$ cat src/rtl/ram_bist_ctrl_pkg.sv
// Shared definitions for the RAM BIST controller: defaults, FSM states and the
// LFSR polynomial used to generate the write/read data pattern.
package ram_pkg;

   localparam int          DW_DEF    = 16;
   localparam int          AW_DEF    = 8;
   localparam logic [15:0] SEED_DEF  = 16'hACE1;
   // Taps for x^16 + x^14 + x^13 + x^11 + 1 on a left-shifting register
   localparam logic [15:0] LFSR_TAPS = 16'hB400;

   typedef enum logic [2:0] {
      IDLE,
      WRITE,
      GAP,
      READ,
      DRAIN,
      DONE
   } state_e;

   function automatic logic [15:0] lfsr_step(input logic [15:0] v);
      return {v[14:0], ^(v & LFSR_TAPS)};
   endfunction

endpackage

$ cat src/rtl/ram_bist_ctrl_if.sv
// Control/status and RAM port bundle between the BIST controller (master)
// and the RAM plus its requester (slave).
interface ram_bist_ctrl_if
   import ram_pkg::*;
#(
   parameter int DW = DW_DEF,
   parameter int AW = AW_DEF
);

   logic          start;
   logic          ram_wr;
   logic [AW-1:0] ram_addr;
   logic [DW-1:0] ram_din;
   logic [DW-1:0] ram_dout;
   logic          busy;
   logic          done;
   logic          pass;
   logic [7:0]    err_cnt;
   logic [AW-1:0] first_err_addr;

   modport master (
      input  start, ram_dout,
      output ram_wr, ram_addr, ram_din, busy, done, pass, err_cnt, first_err_addr
   );

   modport slave (
      output start, ram_dout,
      input  ram_wr, ram_addr, ram_din, busy, done, pass, err_cnt, first_err_addr
   );

endinterface

$ cat src/rtl/ram_bist_ctrl_lfsr16.sv
// 16-bit Fibonacci LFSR with synchronous load and step enable; reset loads
// the seed so the pattern restarts cleanly after an abort.
module lfsr16
   import ram_pkg::*;
(
   input  logic        clk,
   input  logic        rst,
   input  logic        load,
   input  logic        en,
   input  logic [15:0] seed,
   output logic [15:0] q
);

   logic [15:0] q_q, q_d;

   always_comb begin
      q_d = q_q;
      if (load) begin
         q_d = seed;
      end else if (en) begin
         q_d = lfsr_step(q_q);
      end
   end

   always_ff @(posedge clk) begin
      if (!rst) begin
         q_q <= seed;
      end else begin
         q_q <= q_d;
      end
   end

   assign q = q_q;

endmodule

$ cat src/rtl/ram_bist_ctrl.sv
// March-style RAM BIST: write an LFSR pattern to DEPTH words, read it back,
// and report mismatch count, first failing address and pass/fail.
module ram_bist_ctrl
   import ram_pkg::*;
#(
   parameter int          DW    = DW_DEF,
   parameter int          AW    = AW_DEF,
   parameter int          DEPTH = 10,
   parameter logic [15:0] SEED  = SEED_DEF
)(
   input  logic            clk,
   input  logic            rst,
   ram_bist_ctrl_if.master bus
);

   localparam logic [AW-1:0] LAST_IDX = AW'(DEPTH - 1);

   state_e        state_q, state_d;
   logic [AW-1:0] idx_q, idx_d;
   logic [AW-1:0] exp_addr_q, exp_addr_d;
   logic [AW-1:0] first_q, first_d;
   logic [DW-1:0] din_q, din_d;
   logic [DW-1:0] exp_q, exp_d;
   logic          cmp_q, cmp_d;
   logic          pass_q, pass_d;
   logic [7:0]    err_q, err_d;

   logic          lfsr_load, lfsr_en;
   logic [15:0]   lfsr_q;
   logic [DW-1:0] lfsr_word;

   lfsr16 u_lfsr (
      .clk  (clk),
      .rst  (rst),
      .load (lfsr_load),
      .en   (lfsr_en),
      .seed (SEED),
      .q    (lfsr_q)
   );

   assign lfsr_word = DW'(lfsr_q);

   always_comb begin
      state_d    = state_q;
      idx_d      = idx_q;
      exp_addr_d = exp_addr_q;
      first_d    = first_q;
      din_d      = din_q;
      exp_d      = exp_q;
      cmp_d      = 1'b0;
      pass_d     = pass_q;
      err_d      = err_q;
      lfsr_load  = 1'b0;
      lfsr_en    = 1'b0;

      // Read data lags the address by one cycle, so the check uses the
      // expectation registered during the previous READ cycle.
      if (cmp_q && (bus.ram_dout != exp_q)) begin
         if (err_q != 8'hFF) begin
            err_d = err_q + 8'd1;
         end
         if (first_q == '1) begin
            first_d = exp_addr_q;
         end
      end

      unique case (state_q)
         IDLE: begin
            if (bus.start) begin
               state_d   = WRITE;
               err_d     = '0;
               pass_d    = 1'b0;
               first_d   = '1;
               idx_d     = '0;
               lfsr_load = 1'b1;
            end
         end
         WRITE: begin
            din_d   = lfsr_word;
            lfsr_en = 1'b1;
            idx_d   = idx_q + AW'(1);
            if (idx_q == LAST_IDX) begin
               state_d = GAP;
            end
         end
         GAP: begin
            lfsr_load = 1'b1;
            idx_d     = '0;
            state_d   = READ;
         end
         READ: begin
            exp_d      = lfsr_word;
            exp_addr_d = idx_q;
            cmp_d      = 1'b1;
            lfsr_en    = 1'b1;
            idx_d      = idx_q + AW'(1);
            if (idx_q == LAST_IDX) begin
               state_d = DRAIN;
            end
         end
         DRAIN: begin
            pass_d  = (err_d == 8'd0);
            state_d = DONE;
         end
         DONE: begin
            state_d = IDLE;
         end
         default: begin
            state_d = IDLE;
         end
      endcase
   end

   always_ff @(posedge clk) begin
      if (!rst) begin
         state_q    <= IDLE;
         idx_q      <= '0;
         exp_addr_q <= '0;
         first_q    <= '1;
         din_q      <= '0;
         exp_q      <= '0;
         cmp_q      <= 1'b0;
         pass_q     <= 1'b0;
         err_q      <= '0;
      end else begin
         state_q    <= state_d;
         idx_q      <= idx_d;
         exp_addr_q <= exp_addr_d;
         first_q    <= first_d;
         din_q      <= din_d;
         exp_q      <= exp_d;
         cmp_q      <= cmp_d;
         pass_q     <= pass_d;
         err_q      <= err_d;
      end
   end

   assign bus.ram_wr         = (state_q == WRITE);
   assign bus.ram_addr       = idx_q;
   assign bus.ram_din        = (state_q == WRITE) ? lfsr_word : din_q;
   assign bus.busy           = (state_q == WRITE) || (state_q == GAP) ||
                               (state_q == READ)  || (state_q == DRAIN);
   assign bus.done           = (state_q == DONE);
   assign bus.pass           = pass_q;
   assign bus.err_cnt        = err_q;
   assign bus.first_err_addr = first_q;

endmodule

$ cat src/flat_wrapper.sv
// flat-port wrapper written by rule: the top's interface ports become plain ports
module ram_bist_ctrl_flat import ram_pkg::*;
#(
   parameter int          DW    = DW_DEF,
   parameter int          AW    = AW_DEF,
   parameter int          DEPTH = 10,
   parameter logic [15:0] SEED  = SEED_DEF
)
  (clk, rst, bus_start, bus_ram_dout, bus_ram_wr, bus_ram_addr, bus_ram_din, bus_busy, bus_done, bus_pass, bus_err_cnt, bus_first_err_addr);
  ram_bist_ctrl_if #(.DW(DW), .AW(AW)) bus_i ();
  input  logic clk;
  input  logic rst;
  input wire logic [$bits(bus_i.start)-1:0] bus_start;
  input wire logic [$bits(bus_i.ram_dout)-1:0] bus_ram_dout;
  output wire logic [$bits(bus_i.ram_wr)-1:0] bus_ram_wr;
  output wire logic [$bits(bus_i.ram_addr)-1:0] bus_ram_addr;
  output wire logic [$bits(bus_i.ram_din)-1:0] bus_ram_din;
  output wire logic [$bits(bus_i.busy)-1:0] bus_busy;
  output wire logic [$bits(bus_i.done)-1:0] bus_done;
  output wire logic [$bits(bus_i.pass)-1:0] bus_pass;
  output wire logic [$bits(bus_i.err_cnt)-1:0] bus_err_cnt;
  output wire logic [$bits(bus_i.first_err_addr)-1:0] bus_first_err_addr;
  assign bus_i.start = bus_start;
  assign bus_i.ram_dout = bus_ram_dout;
  assign bus_ram_wr = bus_i.ram_wr;
  assign bus_ram_addr = bus_i.ram_addr;
  assign bus_ram_din = bus_i.ram_din;
  assign bus_busy = bus_i.busy;
  assign bus_done = bus_i.done;
  assign bus_pass = bus_i.pass;
  assign bus_err_cnt = bus_i.err_cnt;
  assign bus_first_err_addr = bus_i.first_err_addr;
  ram_bist_ctrl #(.DW(DW), .AW(AW), .DEPTH(DEPTH), .SEED(SEED)) u_core (.clk(clk), .rst(rst), .bus(bus_i));
endmodule
$ cat config.mk
export PLATFORM = sky130hd
export DESIGN_NAME = ram_bist_ctrl_flat
export DESIGN_NICKNAME = d
export VERILOG_FILES = /design/src/rtl/ram_bist_ctrl_pkg.sv /design/src/rtl/ram_bist_ctrl_if.sv /design/src/rtl/ram_bist_ctrl_lfsr16.sv /design/src/rtl/ram_bist_ctrl.sv /design/src/flat_wrapper.sv
export SDC_FILE = /design/constraint.sdc
export NUM_CORES = 1
export LEC_CHECK = 0
export ABC_AREA = 1
export BUFFER_PORTS_ARGS = -buffer_cell sky130_fd_sc_hd__buf_2
export CAP_MARGIN = 25
export CORE_MARGIN = 2
export CORE_UTILIZATION = 58
export DETAILED_ROUTE_END_ITERATION = 7
export HOLD_SLACK_MARGIN = 0.03
export PLACE_DENSITY = 0.82
export SLEW_MARGIN = 20
export SYNTH_ARGS = -nofsm -noshare
export SYNTH_HDL_FRONTEND = slang
export SYNTH_SLANG_ARGS = --single-unit
$ cat constraint.sdc
create_clock -name clk -period 3.1 [get_ports clk]
set_clock_uncertainty 0.2 [all_clocks]
set_input_delay 0.775 -clock clk [delete_from_list [all_inputs] [get_ports clk]]
set_output_delay 0.775 -clock clk [all_outputs]
set_load 0.02 [all_outputs]
== Word level (Yosys, flattened, before mapping) ==
Index checks and enable logic that the tools add are counted.

* Output and inout port bits: 44
* Bits in registers: 85
* Input port bits: 19

* Multiplexer cells: 21
* Reductions and logical operators: 14
* Add/subtract/negate cells: 2
* Eq/ne operators: 12
* Bitwise logic cells: 1

{| class="wikitable"
|+ Operators by type and width
! kind !! count
|-
| 8-bit 2-to-1 mux || 9
|-
| 8-bit case mux with 3 select lines || 1
|-
| 8-bit by 1-bit adder with 8-bit output, second input constant || 2
|-
| 16-bit 2-to-1 mux || 1
|-
| 16-bit != test || 1
|-
| 16-bit XOR reduction || 1
|-
| 3-bit case mux with 5 select lines || 1
|-
| 3-bit 2-to-1 mux || 3
|-
| 8-bit by 4-bit equality test with 1-bit output, second input constant || 1
|-
| 8-bit equality test, second input constant || 1
|-
| 8-bit zero test || 1
|-
| 8-bit != test, second input constant || 1
|-
| 3-bit by 2-bit equality test with 1-bit output, second input constant || 2
|-
| 3-bit equality test, second input constant || 2
|-
| 1-bit 2-to-1 mux || 4
|-
| 2-bit by 1-bit != test with 1-bit output, second input constant || 2
|-
| 1-bit case mux with 2 select lines || 2
|-
| 2-bit AND reduction || 2
|-
| 2-bit OR reduction || 2
|-
| 3-bit by 1-bit equality test with 1-bit output, second input constant || 1
|-
| 3-bit zero test || 1
|-
| 1-bit logical OR || 3
|-
| 3-bit AND reduction || 1
|-
| 3-bit nonzero test || 1
|-
| other kinds (4) || 4
|}

== Depth between registers and ports, before layout ==
Gate-level depths: netlist of run 1.

* Depth after elaboration: 5
* Mapped depth: 15
* Mapped depth without buffers: 15

== Modules after synthesis ==
A second synthesis of run 1 with hierarchy kept.

* Cells, all modules: 563
* Area total of the unflattened synthesis: 4086.4 µm²

{| class="wikitable"
|+ Modules (own cells, without submodules)
! module !! cells an instance !! sequential area each (µm²) !! times used !! area each (µm²)
|-
| ram_bist_ctrl || 480 || 1381.3 || 1 || 3325.7
|-
| lfsr16 || 83 || 480.5 || 1 || 760.7
|}

== Least setup slack after synthesis of run 1 ==
Ideal clock, no wire load.

* Kind: flip-flop to output port
* Start point: register u_core.state_q[0]
* End point: output port bus_ram_din[10]
* Required time: 2125 ps
* Slack: 655 ps
* Arrival time: 1470 ps
* Cell stages (with the launch flop): 10
* Path through: dfxtp_1 > inv_2 > nor2_2 > inv_2 > buf_2 > nor2_2 > buf_2 > or2_2 > inv_1 > a21oi_1

* Cells in the longest elaborated chain, start to end: 2

{| class="wikitable"
|+ RTL lines
! what !! line !! text
|-
| start: declaration || ram_bist_ctrl.sv:18 || <nowiki>state_e state_q, state_d;</nowiki>
|-
| start signal: assignment || ram_bist_ctrl.sv:126 || <nowiki>state_q <= state_d;</nowiki>
|-
| 3-bit by 1-bit equality test with 1-bit output || ram_bist_ctrl.sv:140 || <nowiki>assign bus.ram_din = (state_q == WRITE) ? lfsr_word : din_q;</nowiki>
|-
| 16-bit 2-to-1 mux || ram_bist_ctrl.sv:140 ||
|-
| end: declaration || flat_wrapper.sv:17 || <nowiki>output wire logic [$bits(bus_i.ram_din)-1:0] bus_ram_din;</nowiki>
|}

No other way between the ends.

== Worst setup path in the final report of run 1 ==
* Start point: register u_core.state_q[0]
* End point: output port bus_ram_din[4]

The elaborated chain is that of the path after synthesis.

==> flow_summary.html, run 1 <==
<table>
<tr><th>Metric</th><th>Value</th></tr>
<tr><th colspan="2">Outcome</th></tr>
<tr><td>Outcome</td><td>finished clean</td></tr>
<tr><th colspan="2">Worst setup path</th></tr>
<tr><td>Startpoint type of the worst setup path</td><td>flop</td></tr>
<tr><td>Endpoint kind of the worst setup timing path</td><td>output port</td></tr>
<tr><td>Slack of the worst reg-to-reg path</td><td>around 0.93 ns</td></tr>
<tr><td>Crit path required time</td><td>around 2.1 ns</td></tr>
<tr><td>Data arrival, critical path</td><td>approximately 1.8 ns</td></tr>
<tr><td>Reg2reg path depth</td><td>9</td></tr>
<tr><td>Terminus of the critical flop-to-flop path</td><td>u_core.exp_q[6]</td></tr>
<tr><td>Worst reg2reg path startpoint</td><td>u_core.state_q[0]</td></tr>
<tr><td>Crit path kind</td><td>flop to output port</td></tr>
<tr><td>Maximum fanout along the worst path</td><td>48</td></tr>
<tr><th colspan="2">GRT</th></tr>
<tr><td>Maximum number of pins on one net before global-route repair</td><td>49</td></tr>
<tr><td>Total global routing overflow</td><td>0</td></tr>
<tr><td>Global router's overall resource usage</td><td>0.236</td></tr>
<tr><td>Number of antenna violations at the first check in global routing</td><td>0</td></tr>
<tr><td>Via count of the first global-routing pass</td><td>3091</td></tr>
<tr><td>First-pass GRT wire length</td><td>14100 µm</td></tr>
<tr><th colspan="2">Timing</th></tr>
<tr><td>Setup WS post-layout</td><td>0.291 ns</td></tr>
<tr><td>Clock period minus final worst setup slack</td><td>2.81 ns</td></tr>
<tr><td>Count of endpoints failing setup in the final report</td><td>0</td></tr>
<tr><td>Number of pins exceeding their max-slew limit in the final report</td><td>0</td></tr>
<tr><td>Worst slew pin tran</td><td>0.585 ns</td></tr>
<tr><td>Ratio of final minimum period to clock period</td><td>0.906</td></tr>
<tr><td>Final hold vios</td><td>0</td></tr>
<tr><td>Setup repair after global routing missed its margin</td><td>no</td></tr>
<tr><td>Setup total negative slack</td><td>0 ns</td></tr>
<tr><td>Achievable Freq</td><td>356 MHz</td></tr>
<tr><td>Max-Slew Margin vs Limit</td><td>0.606</td></tr>
<tr><th colspan="2">Synth</th></tr>
<tr><td>Cells after synthesis</td><td>551</td></tr>
<tr><td>Flip-flop cell with the highest count after synthesis</td><td>dfxtp_1</td></tr>
<tr><td>Synthesized-area fraction occupied by adder cells</td><td>0.00965</td></tr>
<tr><td>Post-synthesis sequential area ratio</td><td>0.437</td></tr>
<tr><td>Register bit total from synthesis</td><td>85</td></tr>
<tr><td>Number of synthesized flops with an enable pin</td><td>0</td></tr>
<tr><td>Synthesized area divided by synthesized cell count</td><td>7.06 µm²</td></tr>
<tr><td>Share of cell area taken by muxes after synthesis</td><td>0</td></tr>
<tr><td>Yosys synthesis warning count</td><td>0</td></tr>
<tr><td>Post-synthesis compound-gate area fraction</td><td>0.153</td></tr>
<tr><td>Netlist Area Pre-Place</td><td>about 4000 µm²</td></tr>
<tr><td>Fraction of the mapped netlist area in simple logic gates</td><td>0.277</td></tr>
<tr><td>Dominant combinational cell family by area after synthesis</td><td>simple AND/OR/NAND/NOR gates</td></tr>
<tr><td>Number of library cell types mapped by synthesis</td><td>32</td></tr>
<tr><td>Number of nets in the synthesized netlist</td><td>573</td></tr>
<tr><td>Async SR Flop Fraction</td><td>0</td></tr>
<tr><td>Xor/xnor cell area share of the yosys netlist</td><td>0.0180</td></tr>
<tr><th colspan="2">Power</th></tr>
<tr><td>Flop pwr share</td><td>0.450</td></tr>
<tr><td>Fraction of power spent switching nets</td><td>0.321</td></tr>
<tr><td>Relative contribution of combinational cells to total power</td><td>0.245</td></tr>
<tr><td>P_leak</td><td>2.17 nW</td></tr>
<tr><td>Clock group share of total power</td><td>0.305</td></tr>
<tr><td>Internal power of the cells</td><td>1.87 mW</td></tr>
<tr><td>Power density over the cells</td><td>615 nW/µm²</td></tr>
<tr><td>Largest vdd supply drop</td><td>around 420 µV</td></tr>
<tr><td>Switch Pwr</td><td>0.887 mW</td></tr>
<tr><th colspan="2">Detailed routing</th></tr>
<tr><td>Post-detailed-route via-to-cell ratio</td><td>approximately 5.2</td></tr>
<tr><td>Iteration count of the initial detailed-routing pass</td><td>4</td></tr>
<tr><td>Number of violations reported at the end of detailed-routing iteration 0</td><td>between 150 and 200</td></tr>
<tr><td>Routed wire length</td><td>~8500 µm</td></tr>
<tr><td>Average wire per cell in the routed design</td><td>approximately 12 µm</td></tr>
<tr><td>DRC violations left</td><td>0</td></tr>
<tr><td>Final antenna-violating net count</td><td>0</td></tr>
<tr><td>Count of vias placed by the detailed router</td><td>around 3600</td></tr>
<tr><th colspan="2">Floorplanning</th></tr>
<tr><td>Die H</td><td>85.9 µm</td></tr>
<tr><td>Die extent in x</td><td>85.9 µm</td></tr>
<tr><td>Die Footprint</td><td>between 7000 and 8000 µm²</td></tr>
<tr><td>Top Ports</td><td>63</td></tr>
<tr><td>Effective utilization at floorplan</td><td>0.606</td></tr>
<tr><td>Area of the core region</td><td>6420 µm²</td></tr>
<tr><td>Cell row count</td><td>29</td></tr>
<tr><th colspan="2">Placed design</th></tr>
<tr><td>Total of buffers placed on input and output ports</td><td>62</td></tr>
<tr><td>Routability congestion estimate</td><td>0.891</td></tr>
<tr><td>Place WS</td><td>0.671 ns</td></tr>
<tr><td>Estimated wirelength of the detail-placed design</td><td>6170 µm</td></tr>
<tr><th colspan="2">CTS</th></tr>
<tr><td>Clock-pin slew of the registers on the worst-case setup and hold paths</td><td>0.08 ns</td></tr>
<tr><td>Clock buffer depth</td><td>2</td></tr>
<tr><td>Number of gates given a new drive strength after cts</td><td>0</td></tr>
<tr><td>Root Buffer</td><td>clkbuf_8</td></tr>
<tr><td>Clock buffer count from CTS</td><td>9</td></tr>
<tr><td>Setup fix buffers added after clock tree synthesis</td><td>0</td></tr>
<tr><td>Clock latency on the worst-skew pair</td><td>approximately 0.35 ns</td></tr>
<tr><td>Clock sinks</td><td>85</td></tr>
<tr><td># H-tree levels</td><td>3</td></tr>
<tr><td>TritonCTS clock tree</td><td>done</td></tr>
<tr><td>Number of buffers inserted by hold repair at cts</td><td>0</td></tr>
<tr><th colspan="2">Final layout</th></tr>
<tr><td>Top library cells by usage in the layout, fill and taps aside</td><td>nand2_1, dfxtp_1, inv_1, buf_2, nor2_1</td></tr>
<tr><td>Filler cell count</td><td>549</td></tr>
<tr><td>Most common cell after layout, fill and taps aside</td><td>nand2_1</td></tr>
<tr><td>Synth-to-layout area growth</td><td>15.3%</td></tr>
<tr><td>Post-layout net count</td><td>~630</td></tr>
<tr><td>Count of inserted antenna diode cells</td><td>0</td></tr>
<tr><td>Share of final-layout standard cells stronger than drive strength 1</td><td>0.192</td></tr>
<tr><th colspan="2">Min path</th></tr>
<tr><td>Hold Crit Start</td><td>u_core.u_lfsr.q[4]</td></tr>
<tr><td>Worst min path class</td><td>flop to flop</td></tr>
<tr><td>Cell depth of the worst hold path</td><td>2</td></tr>
<tr><td>Hold endpoint</td><td>u_core.u_lfsr.q[4]</td></tr>
<tr><th colspan="2">Job</th></tr>
<tr><td>MaxCap Viol Count</td><td>0</td></tr>
</table>
[state kept, by name (all words and copies together) (netlist names)]
register,flops
u_core.state_q,3
u_core.din_q,16
u_core.bus.ram_addr,8
u_core.u_lfsr.q,16
u_core.bus.first_err_addr,8
u_core.bus.err_cnt,8
u_core.exp_q,16
u_core.exp_addr_q,8
u_core.bus.pass,1
u_core.cmp_q,1
[cell type report]
class | instances | area, µm² | share of cell area
clock inverters | 6 | 87.6 | 0.0195
multi-input cells | 359 | 1780 | 0.396
clock buffers | 10 | 128 | 0.0285
well taps | 77 | 96.3 | 0.0215
flip-flops and latches | 85 | 1700 | 0.379
repair buffers | 67 | 360 | 0.0803
inverters | 89 | 334 | 0.0745
[cells in the mapped netlist, drive strengths merged (3+ instances only)]
| cell type | number | area (µm²) |
|---|---|---|
| a21oi | 44 | 220 |
| nand4 | 6 | 37.5 |
| xnor2 | 4 | 35.0 |
| o21ai | 36 | 180 |
| nand3 | 35 | 180 |
| buf | 8 | 38.8 |
| clkbuf | 10 | 38.8 |
| ha | 3 | 37.5 |
| nor3 | 7 | 46.3 |
| or2 | 15 | 93.8 |
| nor2 | 56 | 235 |
| dfxtp | 85 | 1700 |
| inv | 88 | 330 |
| xor2 | 4 | 35.0 |
| o211ai | 7 | 52.6 |
| nand2 | 121 | 469 |
| a211oi | 17 | 128 |
[per-layer routing]
metal / part of all wire / global-route usage
met1: 0.50 / 0.342
met2: 0.45 / 0.357
met3: 0.038 / 0.0481
met4: 0.015 / 0.0707
met5: 0 / 0
[per-stage QoR]
| step | util | cells | hold WS [ns] | area, µm² | total power [mW] |
|---|---|---|---|---|---|
| after global placement | 0.665 | 677 | 0.240 | 4270 | 1.92 |
| after CTS | 0.698 | 693 | 0.266 | 4490 | 2.76 |
| after global routing | 0.698 | 693 | 0.297 | 4490 | 2.91 |
| after floorplan | - | 551 | 0.224 | 3890 | 1.75 |
| final | 0.698 | 693 | 0.264 | 4490 | 2.76 |
| after detailed placement | 0.665 | 677 | 0.239 | 4270 | 1.94 |
[critical path, cell delays in order (launching register included)]
cell and delay, ns:
dfxtp_1 0.37, inv_2 0.06, nor2_2 0.11, inv_2 0.05, nor2_2 0.12, buf_12 0.22
or2_2 0.14, inv_1 0.05, a21oi_1 0.18, buf_2 0.20
[worst max path at each step]
| stage | slack [ns] | to | from |
|---|---|---|---|
| floorplan | 0.66 | bus_ram_din[10] | u_core.state_q[0] |
| global placement | 0.70 | bus_ram_din[4] | u_core.state_q[0] |
| detailed placement | 0.67 | u_core.bus.first_err_addr[7] | bus_ram_dout[10] |
| CTS | 0.32 | bus_ram_din[13] | u_core.state_q[0] |
| global route | 0.18 | bus_ram_din[9] | u_core.state_q[0] |
| finish | 0.29 | bus_ram_din[4] | u_core.state_q[0] |
[kinds of logic after synthesis]
| kind of cell | after synthesis |
|---|---|
| adder cells (fa/ha/maj) | 3 |
| buffers and inverters | 107 |
| XOR/XNOR | 8 |
| AND/OR/NAND/NOR | 242 |
| flip-flops | 85 |
| AO/OA/AOI/OAI | 106 |
[power groups by stage]
stage / Combinational (mW) / Sequential (mW) / Clock (mW)
2_1_floorplan: 0.487 / 1.26 / 0
3_3_place_gp: 0.655 / 1.26 / 0
3_5_place_dp: 0.669 / 1.27 / 0
4_1_cts: 0.674 / 1.24 / 0.849
5_1_grt: 0.752 / 1.25 / 0.904
6_report: 0.676 / 1.24 / 0.842
Power figures use the tool's default switching activity.
==> inputs of run 2 (changes only) <==
==> constraint.sdc (replaced) <==
create_clock -name clk -period 3.1 [get_ports clk]
set_clock_uncertainty 0.2 [all_clocks]
set_input_delay 0.155 -clock clk [delete_from_list [all_inputs] [get_ports clk]]
set_output_delay 0.155 -clock clk [all_outputs]
set_load 0.02 [all_outputs]
==> flow_summary.html, run 2 (same netlist as run 1, synthesis figures left out) <==
<table>
<tr><th>Metric</th><th>Value</th></tr>
<tr><th colspan="2">CTS</th></tr>
<tr><td>Clock buffer count from CTS</td><td>9 (unchanged)</td></tr>
<tr><td>Clock latency on the worst-skew pair</td><td>0.35 ns (about the same)</td></tr>
<tr><td># H-tree levels</td><td>3 (unchanged)</td></tr>
<tr><td>Clock-pin slew of the registers on the worst-case setup and hold paths</td><td>0.08 ns (about the same)</td></tr>
<tr><td>Root Buffer</td><td>clkbuf_8</td></tr>
<tr><td>TritonCTS clock tree</td><td>done</td></tr>
<tr><td>Clock sinks</td><td>85 (unchanged)</td></tr>
<tr><td>Clock buffer depth</td><td>2 (unchanged)</td></tr>
<tr><td>Setup fix buffers added after clock tree synthesis</td><td>0 (unchanged)</td></tr>
<tr><th colspan="2">Timing</th></tr>
<tr><td>Smallest hold slack</td><td>0.0781 ns (-0.186 ns)</td></tr>
<tr><td>Ratio of final minimum period to clock period</td><td>0.871 (-0.0355)</td></tr>
<tr><td>Clock period minus final worst setup slack</td><td>2.70 ns (-0.110 ns)</td></tr>
<tr><td>Setup total negative slack</td><td>0 ns (unchanged)</td></tr>
<tr><td>Achievable Freq</td><td>370 MHz (+4.1%)</td></tr>
<tr><td>Max-Slew Margin vs Limit</td><td>0.426 (-0.180)</td></tr>
<tr><td>Setup repair after global routing missed its margin</td><td>no</td></tr>
<tr><td>Final hold vios</td><td>0 (unchanged)</td></tr>
<tr><td>Number of pins exceeding their max-slew limit in the final report</td><td>0 (unchanged)</td></tr>
<tr><td>Count of endpoints failing setup in the final report</td><td>0 (unchanged)</td></tr>
<tr><td>Worst slew pin tran</td><td>0.860 ns (+0.275 ns)</td></tr>
<tr><th colspan="2">Placed design</th></tr>
<tr><td>Estimated wirelength of the detail-placed design</td><td>6370 µm (+3.2%)</td></tr>
<tr><td>Total of buffers placed on input and output ports</td><td>62 (unchanged)</td></tr>
<tr><td>Routability congestion estimate</td><td>0.859 (-3.5%)</td></tr>
<tr><th colspan="2">GRT</th></tr>
<tr><td>Total global routing overflow</td><td>0 (unchanged)</td></tr>
<tr><td>Number of antenna violations at the first check in global routing</td><td>0 (unchanged)</td></tr>
<tr><td>Global router's overall resource usage</td><td>0.250 (+0.0138)</td></tr>
<tr><td>Maximum number of pins on one net before global-route repair</td><td>48 (-2.0%)</td></tr>
<tr><td>First-pass GRT wire length</td><td>14700 µm (+4.1%)</td></tr>
<tr><td>Via count of the first global-routing pass</td><td>3217 (+4.1%)</td></tr>
<tr><th colspan="2">Power</th></tr>
<tr><td>Power density over the cells</td><td>617 nW/µm² (+0.34%)</td></tr>
<tr><td>P_leak</td><td>2.16 nW (-0.30%)</td></tr>
<tr><td>Largest vdd supply drop</td><td>404 µV (-3.9%)</td></tr>
<tr><th colspan="2">Detailed routing</th></tr>
<tr><td>Final antenna-violating net count</td><td>0 (unchanged)</td></tr>
<tr><td>Iteration count of the initial detailed-routing pass</td><td>4 (unchanged)</td></tr>
<tr><td>DRC violations left</td><td>0 (unchanged)</td></tr>
<tr><td>Number of violations reported at the end of detailed-routing iteration 0</td><td>225 (+32%)</td></tr>
<tr><td>Routed wire length</td><td>8830 µm (+4.1%)</td></tr>
<tr><td>Count of vias placed by the detailed router</td><td>3572 (-0.36%)</td></tr>
<tr><td>Post-detailed-route via-to-cell ratio</td><td>5.18 (about the same)</td></tr>
<tr><td>Average wire per cell in the routed design</td><td>12.8 µm (+4.6%)</td></tr>
<tr><th colspan="2">Floorplanning</th></tr>
<tr><td>Die H</td><td>85.9 µm (unchanged)</td></tr>
<tr><td>Top Ports</td><td>63 (unchanged)</td></tr>
<tr><td>Die extent in x</td><td>85.9 µm (unchanged)</td></tr>
<tr><td>Cell row count</td><td>29 (unchanged)</td></tr>
<tr><td>Die Footprint</td><td>7380 µm² (unchanged)</td></tr>
<tr><td>Effective utilization at floorplan</td><td>0.606 (unchanged)</td></tr>
<tr><td>Area of the core region</td><td>6420 µm² (unchanged)</td></tr>
<tr><th colspan="2">Final layout</th></tr>
<tr><td>Filler cell count</td><td>520 (-5.3%)</td></tr>
<tr><td>Share of final-layout standard cells stronger than drive strength 1</td><td>0.186 (-0.00559)</td></tr>
<tr><td>Count of inserted antenna diode cells</td><td>0 (unchanged)</td></tr>
<tr><td>Most common cell after layout, fill and taps aside</td><td>nand2_1</td></tr>
<tr><td>Top library cells by usage in the layout, fill and taps aside</td><td>nand2_1, dfxtp_1, inv_1, buf_2, nor2_1</td></tr>
<tr><td>Synth-to-layout area growth</td><td>14.6%</td></tr>
<tr><td>Post-layout net count</td><td>631 (-0.32%)</td></tr>
<tr><th colspan="2">Worst setup path</th></tr>
<tr><td>Endpoint kind of the worst setup timing path</td><td>output port</td></tr>
<tr><td>Crit path kind</td><td>flop to output port</td></tr>
<tr><td>Worst reg2reg path startpoint</td><td>u_core.state_q[0]</td></tr>
<tr><td>Crit path required time</td><td>2.74 ns (+0.62 ns)</td></tr>
<tr><td>Data arrival, critical path</td><td>2.34 ns (+0.51 ns)</td></tr>
<tr><td>Maximum fanout along the worst path</td><td>47 (-2.1%)</td></tr>
<tr><td>Startpoint type of the worst setup path</td><td>flop</td></tr>
<tr><td>Critical path startpoint</td><td>u_core.state_q[0]</td></tr>
<tr><th colspan="2">Job</th></tr>
<tr><td>MaxCap Viol Count</td><td>0 (unchanged)</td></tr>
<tr><th colspan="2">Outcome</th></tr>
<tr><td>Outcome</td><td>finished clean</td></tr>
<tr><th colspan="2">Min path</th></tr>
<tr><td>Worst min path class</td><td>primary input to flop</td></tr>
<tr><td>Hold Crit Start</td><td>rst</td></tr>
</table>
[run 2: path summary, 6_finish.rpt]
path                                  end  slack (ns)  cells past startpoint
max                        bus_ram_din[1]        0.40                     10
min                  u_core.exp_addr_q[5]        0.08                      3
max reg2reg               u_core.exp_q[0]        0.67                      9
min reg2reg  u_core.bus.first_err_addr[1]        0.25                      2
[run 2: timing repair]
| action | in CTS | in global routing |
|---|---|---|
| hold buffers | 1 | 0 |
| gates resized for setup | 0 | 0 |
| hold endpoints to repair | 1 | 0 |
[run 2: final cells by class]
type / instances / area, µm² / area share
clock inverter: 4 / 72.6 / 0.0163
multi-input combinational: 359 / 1780 / 0.399
tap: 77 / 96.3 / 0.0216
clock buffer: 11 / 141 / 0.0317
inverter: 89 / 334 / 0.0749
timing repair buffer: 65 / 335 / 0.0752
sequential: 85 / 1700 / 0.382
[run 2: per-layer routing]
metal  share of wire  wire length, µm  global-route usage  up-vias
met2            0.46             4030               0.387       88
li1                -                -                   -     1866
met5               0                0                   0        -
met3           0.055              484              0.0414       15
met4           0.018              155              0.0981        0
met1            0.47             4160               0.350     1603
[run 2: power by group]
| group | leakage (nW) | total [mW] | switching, mW | internal (mW) |
|---|---|---|---|---|
| Combinational | 1.37 | 0.667 | 0.444 | 0.223 |
| Sequential | 0.692 | 1.24 | 0.0582 | 1.19 |
| Clock | 0.105 | 0.841 | 0.371 | 0.470 |
[run 2: critical path, stage by stage (launching register included)]
cell	delay [ns]
dfxtp_1	0.37
inv_2	0.06
nor2_2	0.07
buf_4	0.18
inv_2	0.21
nor2_2	0.17
buf_4	0.37
or2_2	0.18
inv_1	0.04
a21oi_1	0.13
buf_2	0.19
[run 2: stage by stage]
stage / utilization / setup slack [ns] / power [mW] / cell area (µm²) / instances
finish: 0.694 / 0.401 / 2.75 / 4460 / 690
global route: 0.694 / 0.234 / 2.89 / 4460 / 690
CTS: 0.694 / 0.415 / 2.77 / 4460 / 690
global placement: 0.659 / 0.896 / 1.90 / 4240 / 674
detailed placement: 0.659 / 0.823 / 1.93 / 4240 / 674
floorplan: - / 1.11 / 1.75 / 3890 / 551
